<file path="config.mk">
export PLATFORM = sky130hd
export DESIGN_NAME = psram_cache
export DESIGN_NICKNAME = d
export VERILOG_FILES = /design/src/rtl/psram_cache_pkg.sv /design/src/rtl/psram_cache_array.sv /design/src/rtl/psram_cache.sv
export SDC_FILE = /design/constraint.sdc
export NUM_CORES = 2
export LEC_CHECK = 0
export ABC_AREA = 1
export ABC_CLOCK_PERIOD_IN_PS = 5000
export BUFFER_PORTS_ARGS = -buffer_cell sky130_fd_sc_hd__buf_2
export CAP_MARGIN = 20
export CORE_MARGIN = 2
export CORE_UTILIZATION = 45
export DETAILED_ROUTE_END_ITERATION = 16
export MAX_ROUTING_LAYER = met4
export SLEW_MARGIN = 20
export SYNTH_ARGS = -nofsm -noshare
export SYNTH_HDL_FRONTEND = slang
export SYNTH_HIERARCHICAL = 1
export SYNTH_SLANG_ARGS = --single-unit
</file>
<file path="constraint.sdc">
create_clock -name clk_i -period 5 [get_ports clk_i]
set_input_delay 1 -clock clk_i [delete_from_list [all_inputs] [get_ports clk_i]]
set_output_delay 1 -clock clk_i [all_outputs]
set_load 0.02 [all_outputs]
</file>
<file path="src/rtl/psram_cache_pkg.sv">
// Shared types and constants for the PSRAM read cache.
package psram_cache_pkg;

    localparam int LINE_WORDS = 4;
    localparam int OFF_W      = $clog2(LINE_WORDS);

    typedef enum logic [2:0] {
        ST_IDLE   = 3'd0,
        ST_LOOKUP = 3'd1,
        ST_REFILL = 3'd2,
        ST_WRITE  = 3'd3,
        ST_RESP   = 3'd4
    } state_t;

endpackage

</file>
<file path="src/rtl/psram_cache_array.sv">
// Flop-based tag/valid/data storage for the PSRAM cache: one read port,
// a refill word-write port, a byte-merge write port and a clear-all port.
module psram_cache_array
    import psram_cache_pkg::*;
#(
    parameter int LINES = 16,
    parameter int TAG_W = 16
) (
    input  logic                      i_clk,
    input  logic                      i_rst,
    input  logic                      i_clr,
    input  logic [$clog2(LINES)-1:0]  i_idx,
    input  logic [OFF_W-1:0]          i_off,
    input  logic [TAG_W-1:0]          i_tag,
    output logic                      o_rd_valid,
    output logic [TAG_W-1:0]          o_rd_tag,
    output logic [31:0]               o_rd_word,
    input  logic                      i_ref_we,
    input  logic [OFF_W-1:0]          i_ref_off,
    input  logic [31:0]               i_ref_data,
    input  logic                      i_ref_done,
    input  logic                      i_mrg_we,
    input  logic [31:0]               i_mrg_data,
    input  logic [3:0]                i_mrg_strb
);

    logic [LINES-1:0] r_valid;
    logic [TAG_W-1:0] r_tag  [LINES];
    logic [31:0]      r_data [LINES][LINE_WORDS];

    assign o_rd_valid = r_valid[i_idx];
    assign o_rd_tag   = r_tag[i_idx];
    assign o_rd_word  = r_data[i_idx][i_off];

    // Only the valid bits need a reset; tag and data are qualified by them.
    always_ff @(posedge i_clk) begin
        if (i_rst || i_clr) begin
            r_valid <= '0;
        end else if (i_ref_done) begin
            r_valid[i_idx] <= 1'b1;
        end
    end

    always_ff @(posedge i_clk) begin
        if (i_ref_we) begin
            r_data[i_idx][i_ref_off] <= i_ref_data;
        end
        if (i_ref_done) begin
            r_tag[i_idx] <= i_tag;
        end
        if (i_mrg_we) begin
            for (int b = 0; b < 4; b++) begin
                if (i_mrg_strb[b]) begin
                    r_data[i_idx][i_off][b*8 +: 8] <= i_mrg_data[b*8 +: 8];
                end
            end
        end
    end

endmodule

</file>
<file path="src/rtl/psram_cache.sv">
// Direct-mapped, write-through, no-write-allocate read cache in front of the
// PSRAM controller. Define PSRAM_CACHE_STAT_EN to add read hit/miss counters.
module psram_cache
    import psram_cache_pkg::*;
#(
    parameter int ADDR_W = 24,
    parameter int LINES  = 16
) (
    input  logic              clk_i,
    input  logic              rst_i,
    input  logic              inv_i,
    input  logic              up_valid_i,
    input  logic [ADDR_W-1:0] up_addr_i,
    input  logic [31:0]       up_wdata_i,
    input  logic [3:0]        up_wstrb_i,
    output logic [31:0]       up_rdata_o,
    output logic              up_ready_o,
    output logic              dn_valid_o,
    output logic [ADDR_W-1:0] dn_addr_o,
    output logic [31:0]       dn_wdata_o,
    output logic [3:0]        dn_wstrb_o,
    input  logic [31:0]       dn_rdata_i,
    input  logic              dn_ready_i
`ifdef PSRAM_CACHE_STAT_EN
    ,
    output logic [31:0]       hit_cnt_o,
    output logic [31:0]       miss_cnt_o
`endif
);

    localparam int IDX_W = $clog2(LINES);
    localparam int TAG_W = ADDR_W - IDX_W - OFF_W - 2;

    // Handshake: a request is taken when up_valid_i is seen in IDLE and must stay
    // high until the one-cycle up_ready_o pulse; each dn_valid_o is held until
    // the one-cycle dn_ready_i pulse and drops in the following cycle.
    state_t r_state, w_state_nxt;

    logic [ADDR_W-1:2] r_addr,       w_addr_nxt;
    logic [31:0]       r_wdata,      w_wdata_nxt;
    logic [3:0]        r_wstrb,      w_wstrb_nxt;
    logic [OFF_W-1:0]  r_cnt,        w_cnt_nxt;
    logic              r_inv_pend,   w_inv_pend_nxt;
    logic              r_up_ready,   w_up_ready_nxt;
    logic [31:0]       r_up_rdata,   w_up_rdata_nxt;
    logic              r_dn_valid,   w_dn_valid_nxt;
    logic [ADDR_W-1:0] r_dn_addr,    w_dn_addr_nxt;
    logic [31:0]       r_dn_wdata,   w_dn_wdata_nxt;
    logic [3:0]        r_dn_wstrb,   w_dn_wstrb_nxt;
`ifdef PSRAM_CACHE_STAT_EN
    logic [31:0]       r_hit_cnt,    w_hit_cnt_nxt;
    logic [31:0]       r_miss_cnt,   w_miss_cnt_nxt;
`endif

    logic [IDX_W-1:0]  w_idx;
    logic [TAG_W-1:0]  w_tag;
    logic [OFF_W-1:0]  w_off;
    logic              w_rd_valid;
    logic [TAG_W-1:0]  w_rd_tag;
    logic [31:0]       w_rd_word;
    logic              w_hit;
    logic              w_is_write;
    logic              w_inv;
    logic              w_dn_done;
    logic              w_clr, w_ref_we, w_ref_done, w_mrg_we;
    logic              w_unused_addr_lsb;

    assign w_unused_addr_lsb = ^up_addr_i[1:0];

    assign w_idx      = r_addr[4 +: IDX_W];
    assign w_tag      = r_addr[ADDR_W-1 -: TAG_W];
    assign w_off      = r_addr[3:2];
    assign w_hit      = w_rd_valid && (w_rd_tag == w_tag);
    assign w_is_write = (r_wstrb != 4'b0000);
    assign w_inv      = r_inv_pend || inv_i;
    assign w_dn_done  = r_dn_valid && dn_ready_i;

    psram_cache_array #(
        .LINES (LINES),
        .TAG_W (TAG_W)
    ) u_array (
        .i_clk      (clk_i),
        .i_rst      (rst_i),
        .i_clr      (w_clr),
        .i_idx      (w_idx),
        .i_off      (w_off),
        .i_tag      (w_tag),
        .o_rd_valid (w_rd_valid),
        .o_rd_tag   (w_rd_tag),
        .o_rd_word  (w_rd_word),
        .i_ref_we   (w_ref_we),
        .i_ref_off  (r_cnt),
        .i_ref_data (dn_rdata_i),
        .i_ref_done (w_ref_done),
        .i_mrg_we   (w_mrg_we),
        .i_mrg_data (r_wdata),
        .i_mrg_strb (r_wstrb)
    );

    always_ff @(posedge clk_i) begin
        if (rst_i) begin
            r_state <= ST_IDLE;
        end else begin
            r_state <= w_state_nxt;
        end
    end

    // A pending invalidate wins over accepting a request in IDLE.
    always_comb begin
        w_state_nxt = r_state;
        case (r_state)
            ST_IDLE:   if (!w_inv && up_valid_i) w_state_nxt = ST_LOOKUP;
            ST_LOOKUP: begin
                if (w_is_write)  w_state_nxt = ST_WRITE;
                else if (w_hit)  w_state_nxt = ST_RESP;
                else             w_state_nxt = ST_REFILL;
            end
            ST_REFILL: if (w_dn_done && r_cnt == OFF_W'(LINE_WORDS - 1)) w_state_nxt = ST_RESP;
            ST_WRITE:  if (w_dn_done) w_state_nxt = ST_RESP;
            ST_RESP:   w_state_nxt = ST_IDLE;
            default:   w_state_nxt = ST_IDLE;
        endcase
    end

    always_comb begin
        w_addr_nxt     = r_addr;
        w_wdata_nxt    = r_wdata;
        w_wstrb_nxt    = r_wstrb;
        w_cnt_nxt      = r_cnt;
        w_inv_pend_nxt = r_inv_pend || inv_i;
        w_up_ready_nxt = 1'b0;
        w_up_rdata_nxt = r_up_rdata;
        w_dn_valid_nxt = r_dn_valid;
        w_dn_addr_nxt  = r_dn_addr;
        w_dn_wdata_nxt = r_dn_wdata;
        w_dn_wstrb_nxt = r_dn_wstrb;
`ifdef PSRAM_CACHE_STAT_EN
        w_hit_cnt_nxt  = r_hit_cnt;
        w_miss_cnt_nxt = r_miss_cnt;
`endif
        w_clr          = 1'b0;
        w_ref_we       = 1'b0;
        w_ref_done     = 1'b0;
        w_mrg_we       = 1'b0;
        case (r_state)
            ST_IDLE: begin
                if (w_inv) begin
                    w_clr          = 1'b1;
                    w_inv_pend_nxt = 1'b0;
                end else if (up_valid_i) begin
                    w_addr_nxt  = up_addr_i[ADDR_W-1:2];
                    w_wdata_nxt = up_wdata_i;
                    w_wstrb_nxt = up_wstrb_i;
                end
            end
            ST_LOOKUP: begin
                if (w_is_write) begin
                    w_dn_valid_nxt = 1'b1;
                    w_dn_addr_nxt  = {r_addr, 2'b00};
                    w_dn_wdata_nxt = r_wdata;
                    w_dn_wstrb_nxt = r_wstrb;
                end else if (w_hit) begin
                    w_up_ready_nxt = 1'b1;
                    w_up_rdata_nxt = w_rd_word;
`ifdef PSRAM_CACHE_STAT_EN
                    w_hit_cnt_nxt  = r_hit_cnt + 32'd1;
`endif
                end else begin
                    w_cnt_nxt      = '0;
                    w_dn_valid_nxt = 1'b1;
                    w_dn_addr_nxt  = {r_addr[ADDR_W-1:4], {OFF_W{1'b0}}, 2'b00};
                    w_dn_wstrb_nxt = 4'b0000;
`ifdef PSRAM_CACHE_STAT_EN
                    w_miss_cnt_nxt = r_miss_cnt + 32'd1;
`endif
                end
            end
            ST_REFILL: begin
                if (w_dn_done) begin
                    w_ref_we       = 1'b1;
                    w_dn_valid_nxt = 1'b0;
                    if (r_cnt == OFF_W'(LINE_WORDS - 1)) begin
                        // Last word is still on dn_rdata_i, not yet in the array.
                        w_ref_done     = 1'b1;
                        w_up_ready_nxt = 1'b1;
                        w_up_rdata_nxt = (w_off == r_cnt) ? dn_rdata_i : w_rd_word;
                    end else begin
                        w_cnt_nxt = r_cnt + 1'b1;
                    end
                end else if (!r_dn_valid) begin
                    w_dn_valid_nxt = 1'b1;
                    w_dn_addr_nxt  = {r_addr[ADDR_W-1:4], r_cnt, 2'b00};
                end
            end
            ST_WRITE: begin
                if (w_dn_done) begin
                    w_dn_valid_nxt = 1'b0;
                    w_mrg_we       = w_hit;
                    w_up_ready_nxt = 1'b1;
                end
            end
            default: ;
        endcase
    end

    always_ff @(posedge clk_i) begin
        if (rst_i) begin
            r_addr     <= '0;
            r_wdata    <= '0;
            r_wstrb    <= '0;
            r_cnt      <= '0;
            r_inv_pend <= 1'b0;
            r_up_ready <= 1'b0;
            r_up_rdata <= '0;
            r_dn_valid <= 1'b0;
            r_dn_addr  <= '0;
            r_dn_wdata <= '0;
            r_dn_wstrb <= '0;
`ifdef PSRAM_CACHE_STAT_EN
            r_hit_cnt  <= '0;
            r_miss_cnt <= '0;
`endif
        end else begin
            r_addr     <= w_addr_nxt;
            r_wdata    <= w_wdata_nxt;
            r_wstrb    <= w_wstrb_nxt;
            r_cnt      <= w_cnt_nxt;
            r_inv_pend <= w_inv_pend_nxt;
            r_up_ready <= w_up_ready_nxt;
            r_up_rdata <= w_up_rdata_nxt;
            r_dn_valid <= w_dn_valid_nxt;
            r_dn_addr  <= w_dn_addr_nxt;
            r_dn_wdata <= w_dn_wdata_nxt;
            r_dn_wstrb <= w_dn_wstrb_nxt;
`ifdef PSRAM_CACHE_STAT_EN
            r_hit_cnt  <= w_hit_cnt_nxt;
            r_miss_cnt <= w_miss_cnt_nxt;
`endif
        end
    end

    assign up_ready_o = r_up_ready;
    assign up_rdata_o = r_up_rdata;
    assign dn_valid_o = r_dn_valid;
    assign dn_addr_o  = r_dn_addr;
    assign dn_wdata_o = r_dn_wdata;
    assign dn_wstrb_o = r_dn_wstrb;
`ifdef PSRAM_CACHE_STAT_EN
    assign hit_cnt_o  = r_hit_cnt;
    assign miss_cnt_o = r_miss_cnt;
`endif

endmodule

</file>
Yosys cells after proc, flatten, opt, wreduce, memory -nomap -nowiden --
Memories as Yosys holds them, arrays and structs flattened. A register that Yosys moved wholly into a read port is not among the register bits. Index checks and enable logic that the tools add are counted.
Operators by class: bitwise logic cells 516, $add $sub $neg 1, reductions and logical operators 23, mux-type cells 590, eq/ne operators 19, magnitude comparators 6
Operator list (number):
- $mux W128 | 5
- $mux W1 | 540
- $or A1 B1 Y1 | 512
- $demux W32 S2 | 5
- $mux W32 | 9
- $mux W24 | 5
- $bmux W32 S2 | 1
- $pmux W32 S2 | 1
- $pmux W24 S2 | 1
- $mux W4 | 6
- $ne A2 B2 Y1 const B | 11
- $eq A16 B16 Y1 | 1
- $mux W16 | 1
- $or A16 B16 Y16 | 1
- $mux W3 | 5
- $pmux W3 S4 | 1
- $reduce_and A5 Y1 | 2
- $reduce_and A3 Y1 | 3
- $mux W2 | 4
- $mux W8 | 1
- $logic_and A1 B1 Y1 | 7
- $eq A3 B2 Y1 const B | 2
- $ge A3 B3 Y1 const B | 2
- $lt A3 B1 Y1 const B | 2
- other kinds (23) | 27
Storage, ports and cells: input port bits 97, output and inout port bits 94, register bits 174, memory bits (writable) 2304, memories 2
Memories:
- u_array.r_data | depth 16, bits a word 128, read ports 1, clocked after memory_dff 1, wr ports 1, RTL line psram_cache_array.sv:29 | logic [31:0] r_data [LINES][LINE_WORDS];
- u_array.r_tag | depth 16, bits a word 16, read ports 1, clocked after memory_dff 1, wr ports 1, RTL line psram_cache_array.sv:28 | logic [TAG_W-1:0] r_tag [LINES];

Longest topological paths before layout --
depth in word-level cells 11, gate-level depth with buffers 24, gate-level depth less buffers 17

Cells and area by module --
The synthesis kept the hierarchy.
By module, submodules not included:
- psram_cache_array | cells an instance 9481, instances 1, seq. area each 69506.7 sq um, area each 97825.1 sq um
- psram_cache | cells an instance 1048, instances 1, seq. area each 3123.0 sq um, area each 6955.4 sq um

Least setup slack after synthesis --
No wires, ideal clock.
kind register -> register, start register r_addr[4] (netlist name), end memory u_array/r_data[0][48] (netlist name), data pin, arrival 3.541 ns, cell stages (with the launch flop) 22, setup slack 1.128 ns, buffers on the path 6, path through dfxtp_1 > buf_4 > inv_2 > buf_6 > buf_6 > nor2_2 > buf_4 > buf_4 > a22oi_1 > nand2_1 > nand2_1 > nand4_1 > nand2_2 > nand2_1 > nor4_1 > nand4_1 > nor2_1 > buf_2 > nand2_1 > nor2_1 > inv_1 > o21ai_0
On the way: cells in the longest elaborated chain, start to end 9
RTL lines:
- start: declaration | RTL line psram_cache.sv:39 | logic [ADDR_W-1:2] r_addr, w_addr_nxt;
- start signal: assignment | RTL line psram_cache.sv:224 | r_addr <= w_addr_nxt;
- $bmux W1 S4 | RTL line psram_cache_array.sv:31 | assign o_rd_valid = r_valid[i_idx];
- $mux W1 (implied by the code) | RTL line psram_cache_array.sv:31
- $logic_and A1 B1 Y1 | RTL line psram_cache.sv:73 | assign w_hit = w_rd_valid && (w_rd_tag == w_tag);
- $mux W1 | RTL line psram_cache.sv:196 | if (w_dn_done) begin
- $mux W1 | RTL line psram_cache.sv:145 | case (r_state)
- via w_mrg_we | RTL line psram_cache.sv:65 | logic w_clr, w_ref_we, w_ref_done, w_mrg_we;
- $mux W1 | RTL line psram_cache_array.sv:51 | if (i_mrg_we) begin
- $mux W128 (implied by the code) | RTL line psram_cache_array.sv:54 | r_data[i_idx][i_off][b*8 +: 8] <= i_mrg_data[b*8 +: 8];
- $mux W1 (no source line) (2 in a row)
- end: declaration | RTL line psram_cache_array.sv:29
The timed path passes the listed nets, and every way through them passes these cells. The select of a mux whose other input is x is not followed.

Worst setup path in the final report --
start register r_addr[5] (netlist name), end memory u_array/r_data[12][90] (netlist name), data pin
On the way: cells in the longest elaborated chain, start to end 8
RTL lines (RTL line):
- $bmux W1 S4 | psram_cache_array.sv:31
- $mux W1 (implied by the code) | psram_cache_array.sv:31
- $logic_and A1 B1 Y1 | psram_cache.sv:73
- $mux W1 | psram_cache.sv:196
- $mux W1 | psram_cache.sv:145
- via w_mrg_we | psram_cache.sv:65
- $mux W1 | psram_cache_array.sv:51
- $mux W128 (implied by the code) | psram_cache_array.sv:54
- $mux W1 (no source line)
The timed path passes the listed nets, and every way through them passes these cells. The select of a mux whose other input is x is not followed.

==> flow_metrics.tcl <==
set metrics [dict create \
    status "finished, final reports clean" \
    die_h_um 487 \
    seq_area_frac_synth_pct 69.3 \
    crit_path_start_kind "flip-flop" \
    cts_tree "done" \
    io_buffer_count 186 \
    power_switching_uw 15600 \
    cts_root_buffer "clkbuf_16" \
    die_area_um2 237000 \
    finalNetCount 11019 \
    fmax_ghz 0.209 \
    syn_inst 10529 \
    slowest_delay_ps 890 \
    initial_core_util_pct 45.1 \
    core_um2 232000 \
    grt_max_degree 202 \
    crit_buf_inv 5 \
    postCtsSetupRepairBufs 0 \
    synthToLayoutAreaGrowth_pct 13.3 \
    cp-startpoint "r_addr[5]$_SDFFE_PP0P_" \
    drtIter0Drc 6849 \
    synth_flop_cell "edfxtp_1" \
    grt_pass1_wl_um 435000 \
    max_slew_margin_pct 11.0 \
    synth_area_per_cell_um2 9.95 \
    drtPass1Iterations 6 \
    busiest_layer "met2" \
    p_leak_uw 0.0485 \
    drc 0 \
    dp_cells 13721 \
    hold_end "r_wdata[9]$_SDFFE_PP0P_" \
    rows 177 \
    swShare_pct 30.6 \
    cts.sinks 2476 \
    crit_arrival_ps 5320 \
    ant_nets 0 \
    finalHoldViolCount 0 \
    cp_slowest_cell "o21ai_1" \
    use_met3_pct 3.25 \
    synth-seq-cells 2476 \
    intPower_uw 35300 \
    vias 72842 \
    synth_area_um2 105000 \
    drt-wirelength-per-cell_um 20.7 \
    antenna_found_initial 8 \
    final_core_util_pct 51.2 \
    drv_slew 0 \
    worstSetupEndpointType "flip-flop" \
    rsz0062_at_grt "no" \
    cp.required_ps 5540 \
    vias_per_cell 5.13 \
    path_class "flip-flop to flip-flop" \
    skew_ps 71.1 \
    seqPwrFrac_pct 46.0 \
    fin_crit_sh_pct 95.5 \
    clock_latency_ps 900 \
    drive_gt1_share_pct 10.3 \
    met1_usage_pct 32.3 \
    ys_async_sr_fraction_pct 0 \
    worstMarginPinSlew_ps 1330 \
    clockBufferDepth 3 \
    r2r_start "r_addr[5]$_SDFFE_PP0P_" \
    r2r-end "u_array/r_data[12][90]$_DFFE_PP_" \
    grt_util_met2_pct 40.1 \
    critPathMaxFanout 65 \
    fin_crit_ps 4780 \
    gp_congestion 0.898 \
    p_per_area_nw_per_um2 429 \
    min_from "up_wdata_i[9]" \
    path_cells "nand2_2 > clkinv_2 > buf_12 > a22oi_1 > nand2_1 > nand2_1 > nand4_1 > inv_1 > nand2_1 > nand3_1 > nor4_1 > nand4_1 > nor2_1 > buf_4 > nand2_1 > nor2_1 > inv_1 > o21ai_1" \
    ys_warn_count 6 \
    setup_viol 0 \
    ir_drop_mv 0.354 \
    reg2reg_depth 18 \
    place_hpwl_um 181000 \
    pwr-share-clk_pct 34.6 \
    clk_pin_slew_ps 60 \
    cpMostUsedCell "nand2_1" \
    synth_edf_count 2304 \
    r2r_setup_slack_ps 220 \
    overflow 0 \
    wl_um 294000 \
    finalSetupTns_ps 0 \
    cts-buffers-inserted 240 \
    grt_pass1_vias 68881 \
    hp-class "input pin to flip-flop" \
    holdPathStages 3 \
    fin_cells 14187 \
    p_comb_share_pct 19.4 \
    ios 191 \
    grt_usage_pct 25.1 \
    max_cap_viol_count 0 \
    cp_top_family "simple AND/OR/NAND/NOR gates" \
    die_w_um 487 \
    finalPower_uw 50900 \
    cts_max_level 4 \
    synth_cell_types 34 \
]
[synth_stat cells (2+ instances only)]
cell type / n / share of area [%]
nor2_1: 939 / 3.4
nor2_2: 4 / 0.024
or2_2: 2 / 0.012
nand2_1: 5757 / 21
a22oi_1: 128 / 0.92
a31oi_1: 3 / 0.018
nor3_1: 7 / 0.033
o21ai_1: 24 / 0.11
nand4_1: 25 / 0.15
nand3_2: 10 / 0.096
nor2_4: 2 / 0.021
inv_1: 191 / 0.68
o21ai_0: 202 / 0.96
edfxtp_1: 2304 / 66
nand2_2: 6 / 0.036
clkinv_1: 5 / 0.018
buf_1: 57 / 0.20
o22ai_1: 7 / 0.042
xnor2_1: 2 / 0.017
buf_6: 21 / 0.23
buf_4: 71 / 0.51
dfxtp_1: 172 / 3.3
buf_2: 230 / 1.1
a21oi_1: 95 / 0.45
clkbuf_1: 167 / 0.60
nand3_1: 59 / 0.28
inv_2: 32 / 0.11
[cell usage in the layout (no fill, tap or decap), types with 21 or more instances in the layout]
cell type and n:
nand2_1 5754, edfxtp_1 2304, nor2_1 917, buf_4 494, clkbuf_16 240, inv_1 190
buf_2 186, dfxtp_1 170, o21ai_0 128, a22oi_1 128, a21oi_1 93, o21ai_1 78
nand3_1 59, clkbuf_1 58, clkinv_1 54, clkinv_2 50, inv_2 31, nand4_1 25
nor2_2 21
[per-stage QoR]
step | instance area (µm²) | hold slack (ps) | setup WS, ps
after floorplan | 105000 | 431 | 1130
after global placement | 111000 | 446 | 322
after detailed placement | 111000 | 450 | 318
after CTS | 119000 | 266 | 280
after global routing | 119000 | 300 | 37.0
final | 119000 | 335 | 223
[worst max path at each step]
stage	slack (ps)	endpoint	depth (start not counted)
2_1_floorplan	1130	u_array/r_data[0][48]$_DFFE_PP_	21
3_3_place_gp	320	u_array/r_data[13][89]$_DFFE_PP_	18
3_5_place_dp	320	u_array/r_data[2][93]$_DFFE_PP_	18
4_1_cts	280	u_array/r_data[2][93]$_DFFE_PP_	18
5_1_grt	40	u_array/r_data[10][90]$_DFFE_PP_	18
6_report	220	u_array/r_data[12][90]$_DFFE_PP_	18
[cell type report]
| type | count | area, µm² |
|---|---|---|
| Fill cell | 20619 | 113000 |
| Sequential cell | 2476 | 72600 |
| Multi-Input combinational cell | 7279 | 28700 |
| Clock buffer | 308 | 6360 |
| Timing Repair Buffer | 696 | 4960 |
| Tap cell | 3043 | 3810 |
| Clock inverter | 144 | 1320 |
| Inverter | 228 | 886 |
| Antenna cell | 13 | 32.5 |
[layer usage]
layer	vias to the layer above	part of all wire [%]	wire length, µm
met1	34679	41	119000
met3	529	7.0	20400
li1	35036	-	-
met2	2598	48	141000
met5	-	0	0
met4	0	4.3	12700
[cell families (layout without fill, tap and decap cells)]
| family | count (synthesis) | count (layout) | share of synthesized area, % |
|---|---|---|---|
| XOR/XNOR | 2 | 2 | 0.0167 |
| flip-flops | 2476 | 2476 | 69.3 |
| AND/OR/NAND/NOR | 6815 | 6815 | 24.7 |
| adder cells (fa/ha/maj) | 1 | 1 | 0.0119 |
| AO/OA/AOI/OAI | 459 | 459 | 2.51 |
| other | 1 | 15 | 0.00358 |
| buffers and inverters | 775 | 1376 | 3.46 |
[state kept, by name, summed over array words and instances (netlist names)]
name             count
u_array/r_data    2048
u_array/r_tag      256
dn_wdata_o          32
r_wdata             32
up_rdata_o          32
dn_addr_o           22
r_addr              22
u_array/r_valid     16
dn_wstrb_o           4
r_wstrb              4
r_state              3
r_cnt                2
dn_valid_o           1
r_inv_pend           1
up_ready_o           1
[power groups by stage]
stage | Combinational [µW] | Sequential, µW | Clock, µW
floorplan | 6320 | 23800 | 0
global placement | 9700 | 23800 | 0
detailed placement | 9770 | 23800 | 0
CTS | 9810 | 23400 | 17900
global route | 10900 | 23400 | 18700
finish | 9880 | 23400 | 17600
[tightest hold or removal path: cells and delay by family]
| kind | cells | cell delay, ps |
|---|---|---|
| simple gates | 2 | 110 |
| buf+inv | 1 | 70 |
[repair_timing]
action,4_1_cts,5_1_grt
hold buffers,0,0
setup endpoints to repair,0,16
endpoints found under the hold margin,0,0
gates resized for setup,0,2
No activity file was read; power rests on OpenSTA's default activity.
